==> src/rtl/wb_port_arbiter.sv <==
// wb_port_arbiter: shares the register-file write port between the
// write-back path and the MDU; pipeline wins, MDU result is buffered.
// Ports: i_clk, i_rst_n (sync, active-low); i_pipe_* write-back request;
//   i_mdu_* / o_mdu_ready MDU result handshake; o_pipe_stall forced drain;
//   o_rf_* registered write port; o_busy / o_buf_rd buffer status.
module wb_port_arbiter #(
    parameter int DATA_W     = 32,
    parameter int ADDR_W     = 5,
    parameter int STARVE_MAX = 4,
    parameter int CNT_W      = 4
) (
    input  logic              i_clk,
    input  logic              i_rst_n,
    input  logic              i_pipe_valid,
    input  logic              i_pipe_we,
    input  logic [ADDR_W-1:0] i_pipe_rd,
    input  logic [DATA_W-1:0] i_pipe_data,
    input  logic              i_mdu_valid,
    input  logic [ADDR_W-1:0] i_mdu_rd,
    input  logic [DATA_W-1:0] i_mdu_data,
    output logic              o_mdu_ready,
    output logic              o_pipe_stall,
    output logic              o_rf_we,
    output logic [ADDR_W-1:0] o_rf_waddr,
    output logic [DATA_W-1:0] o_rf_wdata,
    output logic              o_busy,
    output logic [ADDR_W-1:0] o_buf_rd
);

    typedef enum logic [1:0] {
        S_EMPTY = 2'd0,
        S_HOLD  = 2'd1,
        S_FORCE = 2'd2
    } state_t;

    localparam logic [CNT_W-1:0] CNT_LIMIT = CNT_W'(STARVE_MAX);

    state_t            r_state;
    state_t            w_state_nxt;
    logic [CNT_W-1:0]  r_cnt;
    logic [CNT_W-1:0]  w_cnt_nxt;
    logic [CNT_W-1:0]  w_cnt_inc;
    logic [ADDR_W-1:0] r_buf_rd;
    logic [ADDR_W-1:0] w_buf_rd_nxt;
    logic [DATA_W-1:0] r_buf_data;
    logic [DATA_W-1:0] w_buf_data_nxt;

    logic              r_rf_we;
    logic [ADDR_W-1:0] r_rf_waddr;
    logic [DATA_W-1:0] r_rf_wdata;

    logic              w_we;
    logic [ADDR_W-1:0] w_waddr;
    logic [DATA_W-1:0] w_wdata;

    logic              w_ready;
    logic              w_stall;
    logic              w_pw;
    logic              w_acc_nz;
    logic              w_same_rd;

    assign w_ready   = (r_state == S_EMPTY);
    assign w_stall   = (r_state == S_FORCE);
    assign w_pw      = i_pipe_valid & i_pipe_we
                     & (i_pipe_rd != '0) & ~w_stall;
    // rd 0 results are accepted by the handshake but never written
    assign w_acc_nz  = i_mdu_valid & w_ready & (i_mdu_rd != '0);
    assign w_same_rd = (i_pipe_rd == r_buf_rd);
    assign w_cnt_inc = r_cnt + CNT_W'(1);

    always_comb begin
        w_state_nxt    = r_state;
        w_cnt_nxt      = r_cnt;
        w_buf_rd_nxt   = r_buf_rd;
        w_buf_data_nxt = r_buf_data;
        w_we           = 1'b0;
        w_waddr        = r_rf_waddr;
        w_wdata        = r_rf_wdata;
        case (r_state)
            S_EMPTY: begin
                if (w_pw) begin
                    w_we    = 1'b1;
                    w_waddr = i_pipe_rd;
                    w_wdata = i_pipe_data;
                    if (w_acc_nz) begin
                        w_buf_rd_nxt   = i_mdu_rd;
                        w_buf_data_nxt = i_mdu_data;
                        w_cnt_nxt      = '0;
                        w_state_nxt    = S_HOLD;
                    end
                end else if (w_acc_nz) begin
                    w_we    = 1'b1;
                    w_waddr = i_mdu_rd;
                    w_wdata = i_mdu_data;
                end
            end
            S_HOLD: begin
                if (w_pw) begin
                    w_we    = 1'b1;
                    w_waddr = i_pipe_rd;
                    w_wdata = i_pipe_data;
                    if (w_same_rd) begin
                        // younger pipeline write supersedes the held result
                        w_cnt_nxt   = '0;
                        w_state_nxt = S_EMPTY;
                    end else begin
                        w_cnt_nxt = w_cnt_inc;
                        if (w_cnt_inc == CNT_LIMIT) begin
                            w_state_nxt = S_FORCE;
                        end
                    end
                end else begin
                    w_we        = 1'b1;
                    w_waddr     = r_buf_rd;
                    w_wdata     = r_buf_data;
                    w_cnt_nxt   = '0;
                    w_state_nxt = S_EMPTY;
                end
            end
            S_FORCE: begin
                w_we        = 1'b1;
                w_waddr     = r_buf_rd;
                w_wdata     = r_buf_data;
                w_cnt_nxt   = '0;
                w_state_nxt = S_EMPTY;
            end
            default: begin
                w_cnt_nxt   = '0;
                w_state_nxt = S_EMPTY;
            end
        endcase
    end

    always_ff @(posedge i_clk) begin
        if (!i_rst_n) begin
            r_state    <= S_EMPTY;
            r_cnt      <= '0;
            r_buf_rd   <= '0;
            r_buf_data <= '0;
        end else begin
            r_state    <= w_state_nxt;
            r_cnt      <= w_cnt_nxt;
            r_buf_rd   <= w_buf_rd_nxt;
            r_buf_data <= w_buf_data_nxt;
        end
    end

    always_ff @(posedge i_clk) begin
        if (!i_rst_n) begin
            r_rf_we    <= 1'b0;
            r_rf_waddr <= '0;
            r_rf_wdata <= '0;
        end else begin
            r_rf_we    <= w_we;
            r_rf_waddr <= w_waddr;
            r_rf_wdata <= w_wdata;
        end
    end

    assign o_mdu_ready  = w_ready;
    assign o_pipe_stall = w_stall;
    assign o_rf_we      = r_rf_we;
    assign o_rf_waddr   = r_rf_waddr;
    assign o_rf_wdata   = r_rf_wdata;
    assign o_busy       = ~w_ready;
    assign o_buf_rd     = w_ready ? '0 : r_buf_rd;

endmodule
==> config.mk <==
export PLATFORM = sky130hd
export DESIGN_NAME = wb_port_arbiter
export DESIGN_NICKNAME = d
export VERILOG_FILES = /design/src/rtl/wb_port_arbiter.sv
export SDC_FILE = /design/constraint.sdc
export NUM_CORES = 1
export LEC_CHECK = 0
export ABC_AREA = 1
export ABC_CLOCK_PERIOD_IN_PS = 3100
export CORE_MARGIN = 2
export CORE_UTILIZATION = 50
export CTS_CLUSTER_SIZE = 14
export DETAILED_ROUTE_END_ITERATION = 7
export PLACE_DENSITY = 0.9
export REMOVE_ABC_BUFFERS = 1
export SYNTH_ARGS = -nofsm -noshare
export SYNTH_HDL_FRONTEND = slang
export SYNTH_SLANG_ARGS = --single-unit
==> constraint.sdc <==
create_clock -name i_clk -period 3.1 [get_ports i_clk]
set_clock_uncertainty 0.2 [all_clocks]
set_input_delay 0.62 -clock i_clk [delete_from_list [all_inputs] [get_ports i_clk]]
set_output_delay 0.62 -clock i_clk [all_outputs]
set_load 0.02 [all_outputs]
==> metrics.md, run 1 <==
| Metric | Value |
|---|---|
| # rows | `36` |
| Peak Freq | `353.2 MHz` |
| WL final | `13710 um` |
| Hold slack | `0.2655 ns` |
| Post-Syn Area per Cell | `5.941 um2` |
| Reg clk slew, reported paths | `0.08 ns` |
| DIE AREA | `10660 um2` |
| Max VDD drop | `0.2261 mV` |
| Metal2 WL | `6326 um` |
| RSZ-0062 raised after global routing | `false` |
| Nets | `1008` |
| Total track usage | `25.98%` |
| Period minus WS final | `2.832 ns` |
| Crit share post-route | `91.34%` |
| Largest area contributor in the netlist | `dfxtp_1` |
| PD cells | `436.4 nW/um2` |
| Share of cells above drive strength 1 | `4.423%` |
| Seq/Total Area, Yosys | `32.93%` |
| Hold Path Class | `reg -> reg` |
| Cells after Synth | `829` |
| IO Count | `125` |
| Unique masters post-synth | `25` |
| Post-DRT Antenna Nets | `0` |
| DR vias/cell | `5.263` |
| Port bufs | `124` |
| Fin util | `66.09%` |
| HPWL Detailed | `8975 um` |
| Drt first pass iters | `5` |
| Setup Buffers After CTS | `0` |
| Post-CTS Hold Buffers | `0` |
| Max_cap viols | `0` |
| Starting Density | `50.85%` |
| Worst-Skew Late Latency | `0.35 ns` |
| Status | `completed` |
| Critical path type | `reg -> out` |
| DR iter-0 viols | `395` |
| Ant diodes | `0` |
| Most frequent cells in the layout | `291 x nand2_1, 143 x nor2_1, 124 x clkdlybuf4s50_1, 96 x a21oi_1, 81 x dfxtp_1` |
| Crit end category | `output pin` |
| Die H | `103.2 um` |
| Wire length per cell | `12.94 um` |
| Max Fanout on Critical Path | `12` |
| Area growth from synthesis to layout | `29.95%` |
| Root Buffer | `clkbuf_8` |
| CP Launch Type | `flop` |
| Synth top area share | `32.93%` |
| Placeable core region | `9684 um2` |
| Arr. time, crit path | `2.01 ns` |
| CTS tree | `built` |
| Htree depth | `3` |
| First-pass GRT wire length | `22390 um` |
| Top post-synthesis cells by area | `dfxtp_1 33%, nand2_1 22%, nor2_1 11%, a21oi_1 9.8%, a21boi_0 4.6%` |
| TritonCTS buffer count | `9` |
| Synth Register Bits | `81` |
| Met1 WL | `6102 um` |
| Largest net degree at the start of global routing | `73` |
| Resize count post-CTS | `0` |
| Worst-margin pin slew | `0.4679 ns` |
| Max layer used | `met4` |
| GPL Wtd Cong | `0.8609` |
| Area of the mapped netlist | `4925 um2` |
| Max Slew Vio Count | `0` |
| Vias | `5579` |
| Leakage dissipation | `0.002906 uW` |
| Syn. warnings | `0` |
| Placed Cells | `1044` |
| Final WS setup | `0.2685 ns` |
| Routed wl met3 | `1058 um` |
| Post-Layout Cell Count | `1060` |
| Place WS | `0.3509 ns` |
| Die X | `103.2 um` |
| Relative slew slack | `68.81%` |
| Total gr overflow | `0` |
| Drt drc | `0` |
| Critical path required time | `2.28 ns` |
| # setup viols final | `0` |
| Commonest non-fill, non-tap cell in the layout | `nand2_1` |
| Vias in the first global route | `4914` |
| Final hold vios | `0` |
| Clock Path Buffers | `2` |
| Number of clock sinks | `81` |
| Initial antenna violation count | `0` |
==> worst max-delay path, cell delays in order (launching register included) <==
cell,delay (ns)
dfxtp_1,0.39
inv_1,0.10
ha_1,0.35
nor2_1,0.20
clkdlybuf4s50_1,0.63
==> Yosys cell counts <==
library cell,n
nor2_1,143
xnor2_1,1
a21boi_0,30
nand3_2,1
o21ai_0,37
buf_1,1
nand3_1,43
nor2_8,1
clkbuf_1,34
nor3_1,1
nand2_2,1
xor2_1,1
nand2_1,292
clkinv_1,1
nand2_4,1
o21ai_1,1
dfxtp_1,81
buf_2,16
inv_1,28
nor2_2,2
nand4_1,2
buf_4,7
inv_2,1
a21oi_1,96
ha_1,7
==> logic make-up after synthesis <==
| family | after synthesis | share of synthesized area, % |
|---|---|---|
| and+or+nand+nor | 487 | 39.10 |
| AOI/OAI and AO/OA | 164 | 18.19 |
| buffers and inverters | 88 | 7.647 |
| DFF | 81 | 32.93 |
| adders and majority gates | 7 | 1.778 |
| xor gates and xnor gates | 2 | 0.3558 |
==> layer usage <==
| metal | up-vias | global-route usage [%] |
|---|---|---|
| met5 | - | 0 |
| met4 | 0 | 8.401 |
| met3 | 22 | 4.234 |
| met2 | 234 | 43.46 |
| met1 | 2503 | 34.39 |
| li1 | 2820 | - |
==> path summary, 6_finish.rpt <==
path,start,to,slack [ns],cells after the start
max,r_state[0]$_SDFFE_PN0P_,o_buf_rd[3],0.27,4
min,o_rf_wdata[17]$_SDFFE_PN0P_,o_rf_wdata[17]$_SDFFE_PN0P_,0.27,2
max reg2reg,r_state[0]$_SDFFE_PN0P_,o_rf_wdata[15]$_SDFFE_PN0P_,0.59,12
min reg2reg,o_rf_wdata[17]$_SDFFE_PN0P_,o_rf_wdata[17]$_SDFFE_PN0P_,0.27,2
==> layout make-up <==
class | instances | area [um2]
clock buffer | 12 | 145.1
clock inverter | 4 | 28.78
fill | 887 | 3284
inverter | 30 | 112.6
multi-input combinational | 660 | 2939
sequential | 81 | 1622
tap | 133 | 166.4
timing repair buffer | 140 | 1386
==> report_power, final <==
group	leakage (uW)	internal [uW]	switching [uW]	total [uW]
registers	0.000665	1140	57.0	1190
clock network	0.0000826	314	391	705
logic	0.00216	396	499	895
total	0.00291	1850	947	2790
==> through the flow <==
stage	setup TNS [ns]	power, uW	cell area [um2]
after floorplan	-56.83	1720	4661
after global placement	0	2089	6226
after detailed placement	0	2105	6226
after CTS	0	2801	6400
after global routing	0	2966	6400
final	0	2793	6400
==> state kept, by name (all words and copies together) (netlist names) <==
| name | flops |
|---|---|
| r_buf_rd | 5 |
| r_buf_data | 32 |
| r_cnt | 4 |
| o_rf_waddr | 5 |
| o_rf_we | 1 |
| o_rf_wdata | 32 |
| r_state | 2 |
(Power assumes the default switching activity.)
==> run 2, diff against run 1 <==
==> constraint.sdc (replaced) <==
create_clock -name i_clk -period 3.1 [get_ports i_clk]
set_clock_uncertainty 0.2 [all_clocks]
set_input_delay 0.62 -clock i_clk [delete_from_list [all_inputs] [get_ports i_clk]]
set_output_delay 0.62 -clock i_clk [all_outputs]
set_load 0.05 [all_outputs]
==> run 2 against run 1 <==
First-iteration DRC count shrank 18%. Sequential power is essentially flat. Critical path depth is the same. Largest cell class unchanged. Largest power group unchanged.
==> metrics.md, run 2 (synthesized netlist as in run 1, its figures left out) <==
| Metric | Value |
|---|---|
| Period minus WS final | `2.990 ns (was 2.832 ns)` |
| Port bufs | `124 (unchanged)` |
| WP buf/inv | `2 (unchanged)` |
| Drt drc | `0 (unchanged)` |
| DR iter-0 viols | `322 (was 395)` |
| Arr. time, crit path | `2.17 ns (was 2.01 ns)` |
| Critical path required time | `2.28 ns (about the same)` |
| Crit end category | `output pin (unchanged)` |
| Die H | `103.2 um (unchanged)` |
| Reg clk slew, reported paths | `0.09 ns (was 0.08 ns)` |
| Relative slew slack | `63.63% (was 68.81%)` |
| CP Cell Sequence | `inv_1 -> ha_1 -> nor2_1 -> clkdlybuf4s50_1 (unchanged)` |
| First-pass GRT wire length | `22110 um (was 22390 um)` |
| Vias | `5508 (was 5579)` |
| Post-DRT Antenna Nets | `0 (unchanged)` |
| Starting Density | `50.85% (unchanged)` |
| Share of cells above drive strength 1 | `4.320% (was 4.423%)` |
| Area growth from synthesis to layout | `30.46% (was 29.95%)` |
| Total gr overflow | `0 (unchanged)` |
| Placed Cells | `1043 (was 1044)` |
| Tot Pwr | `2948 uW (was 2793 uW)` |
| Clock Path Buffers | `2 (unchanged)` |
| # rows | `36 (unchanged)` |
| Number of clock sinks | `81 (unchanged)` |
| CP Launch Type | `flop (unchanged)` |
| Crit share post-route | `96.44% (was 91.34%)` |
| Fill cell count | `884 (was 887)` |
| RSZ-0062 raised after global routing | `false (unchanged)` |
| Total track usage | `25.72% (was 25.98%)` |
| Max Slew Vio Count | `0 (unchanged)` |
| Wire length per cell | `12.96 um (was 12.94 um)` |
| Largest net degree at the start of global routing | `73 (unchanged)` |
| Max_cap viols | `0 (unchanged)` |
| Peak Freq | `334.5 MHz (was 353.2 MHz)` |
| WL final | `13720 um (was 13710 um)` |
| Ant diodes | `0 (unchanged)` |
| DIE AREA | `10660 um2 (unchanged)` |
| Slowest stage delay, CP | `0.81 ns (was 0.63 ns)` |
| Setup Buffers After CTS | `0 (unchanged)` |
| Initial antenna violation count | `0 (unchanged)` |
| Placeable core region | `9684 um2 (unchanged)` |
| Leakage dissipation | `0.002973 uW (was 0.002906 uW)` |
| Max VDD drop | `0.2368 mV (was 0.2261 mV)` |
| # setup viols final | `0 (unchanged)` |
| Status | `completed (unchanged)` |
| Worst-Skew Late Latency | `0.35 ns (about the same)` |
| Crit path max-delay family | `buffers and inverters (unchanged)` |
| Commonest non-fill, non-tap cell in the layout | `nand2_1 (unchanged)` |
| Nets | `1007 (was 1008)` |
| IO Count | `125 (unchanged)` |
| DR vias/cell | `5.201 (was 5.263)` |
| GPL Wtd Cong | `0.8371 (was 0.8609)` |
| Slowest CP cell | `clkdlybuf4s50_1 (unchanged)` |
| Hold Path Class | `reg -> reg (unchanged)` |
| Most frequent cells in the layout | `291 x nand2_1, 143 x nor2_1, 119 x clkdlybuf4s50_1, 96 x a21oi_1, 81 x dfxtp_1 (was 291 x nand2_1, 143 x nor2_1, 124 x clkdlybuf4s50_1, 96 x a21oi_1, 81 x dfxtp_1)` |
| Post-CTS Hold Buffers | `0 (unchanged)` |
| PD cells | `458.9 nW/um2 (was 436.4 nW/um2)` |
| Root Buffer | `clkbuf_8 (unchanged)` |
| Final hold vios | `0 (unchanged)` |
| Drt first pass iters | `5 (unchanged)` |
| Resize count post-CTS | `0 (unchanged)` |
| Htree depth | `3 (unchanged)` |
| Critical path type | `reg -> out (unchanged)` |
| CTS tree | `built (unchanged)` |
| Post-Layout Cell Count | `1059 (was 1060)` |
| Max Fanout on Critical Path | `12 (unchanged)` |
| HPWL Detailed | `8997 um (was 8975 um)` |
| Vias in the first global route | `4948 (was 4914)` |
| Worst-margin pin slew | `0.5438 ns (was 0.4679 ns)` |
| TritonCTS buffer count | `9 (unchanged)` |
| Die X | `103.2 um (unchanged)` |
==> run 2: cell types whose count changed in the layout (fill, tap and decap cells not counted) <==
cell	change
clkinv_2	-1
clkdlybuf4s50_1	-5
buf_12	+2
inv_6	+1
buf_4	-2
dlymetal6s2s_1	+4
clkinvlp_4	-1
clkbuf_1	+1
==> run 2: routing by layer <==
| layer | track usage (%) | routed length (um) | up-vias |
|---|---|---|---|
| li1 | - | - | 2822 |
| met1 | 33.01 | 6068 | 2445 |
| met2 | 43.76 | 6399 | 223 |
| met3 | 3.629 | 1032 | 18 |
| met4 | 10.12 | 223 | 0 |
| met5 | 0 | 0 | - |
==> run 2: through the flow <==
stage | cell area, um2 | hold WS, ns | worst slack (ns) | util [%] | TNS (ns)
2_1_floorplan | 4661 | 0.2719 | -1.060 | - | -66.61
3_3_place_gp | 6241 | 0.2527 | 0.4238 | 64.44 | 0
3_5_place_dp | 6241 | 0.2557 | 0.3755 | 64.44 | 0
4_1_cts | 6415 | 0.2692 | 0.04787 | 66.24 | 0
5_1_grt | 6425 | 0.2843 | 0.005211 | 66.34 | 0
6_report | 6425 | 0.2682 | 0.1104 | 66.34 | 0
==> run 2: report_power, final <==
part,switching (uW),internal [uW]
logic,653,401
clock network,382,319
registers,57.0,1140
==> run 2: worst min-delay path: stages, from the launching register on <==
cell	delay, ns
dfxtp_1	0.32
nand2_1	0.06
a21oi_1	0.06
==> run 2: worst paths after layout <==
path                                      end                        start  slack (ns)  cells after the start
setup reg to reg  o_rf_wdata[14]$_SDFFE_PN0P_      r_state[0]$_SDFFE_PN0P_        0.88                     12
hold reg to reg   o_rf_wdata[24]$_SDFFE_PN0P_  o_rf_wdata[24]$_SDFFE_PN0P_        0.27                      2
setup / recovery                  o_buf_rd[0]      r_state[1]$_SDFFE_PN0P_        0.11                      4
hold / removal    o_rf_wdata[24]$_SDFFE_PN0P_  o_rf_wdata[24]$_SDFFE_PN0P_        0.27                      2
==> run 2: final cells by class <==
type | count | area [um2] | area share (%)
well taps | 133 | 166.4 | 2.590
inverters | 30 | 112.6 | 1.753
multi-input cells | 660 | 2939 | 45.74
clock inverters | 3 | 25.02 | 0.3895
flip-flops and latches | 81 | 1622 | 25.24
clock buffers | 13 | 148.9 | 2.317
repair buffers | 139 | 1411 | 21.97
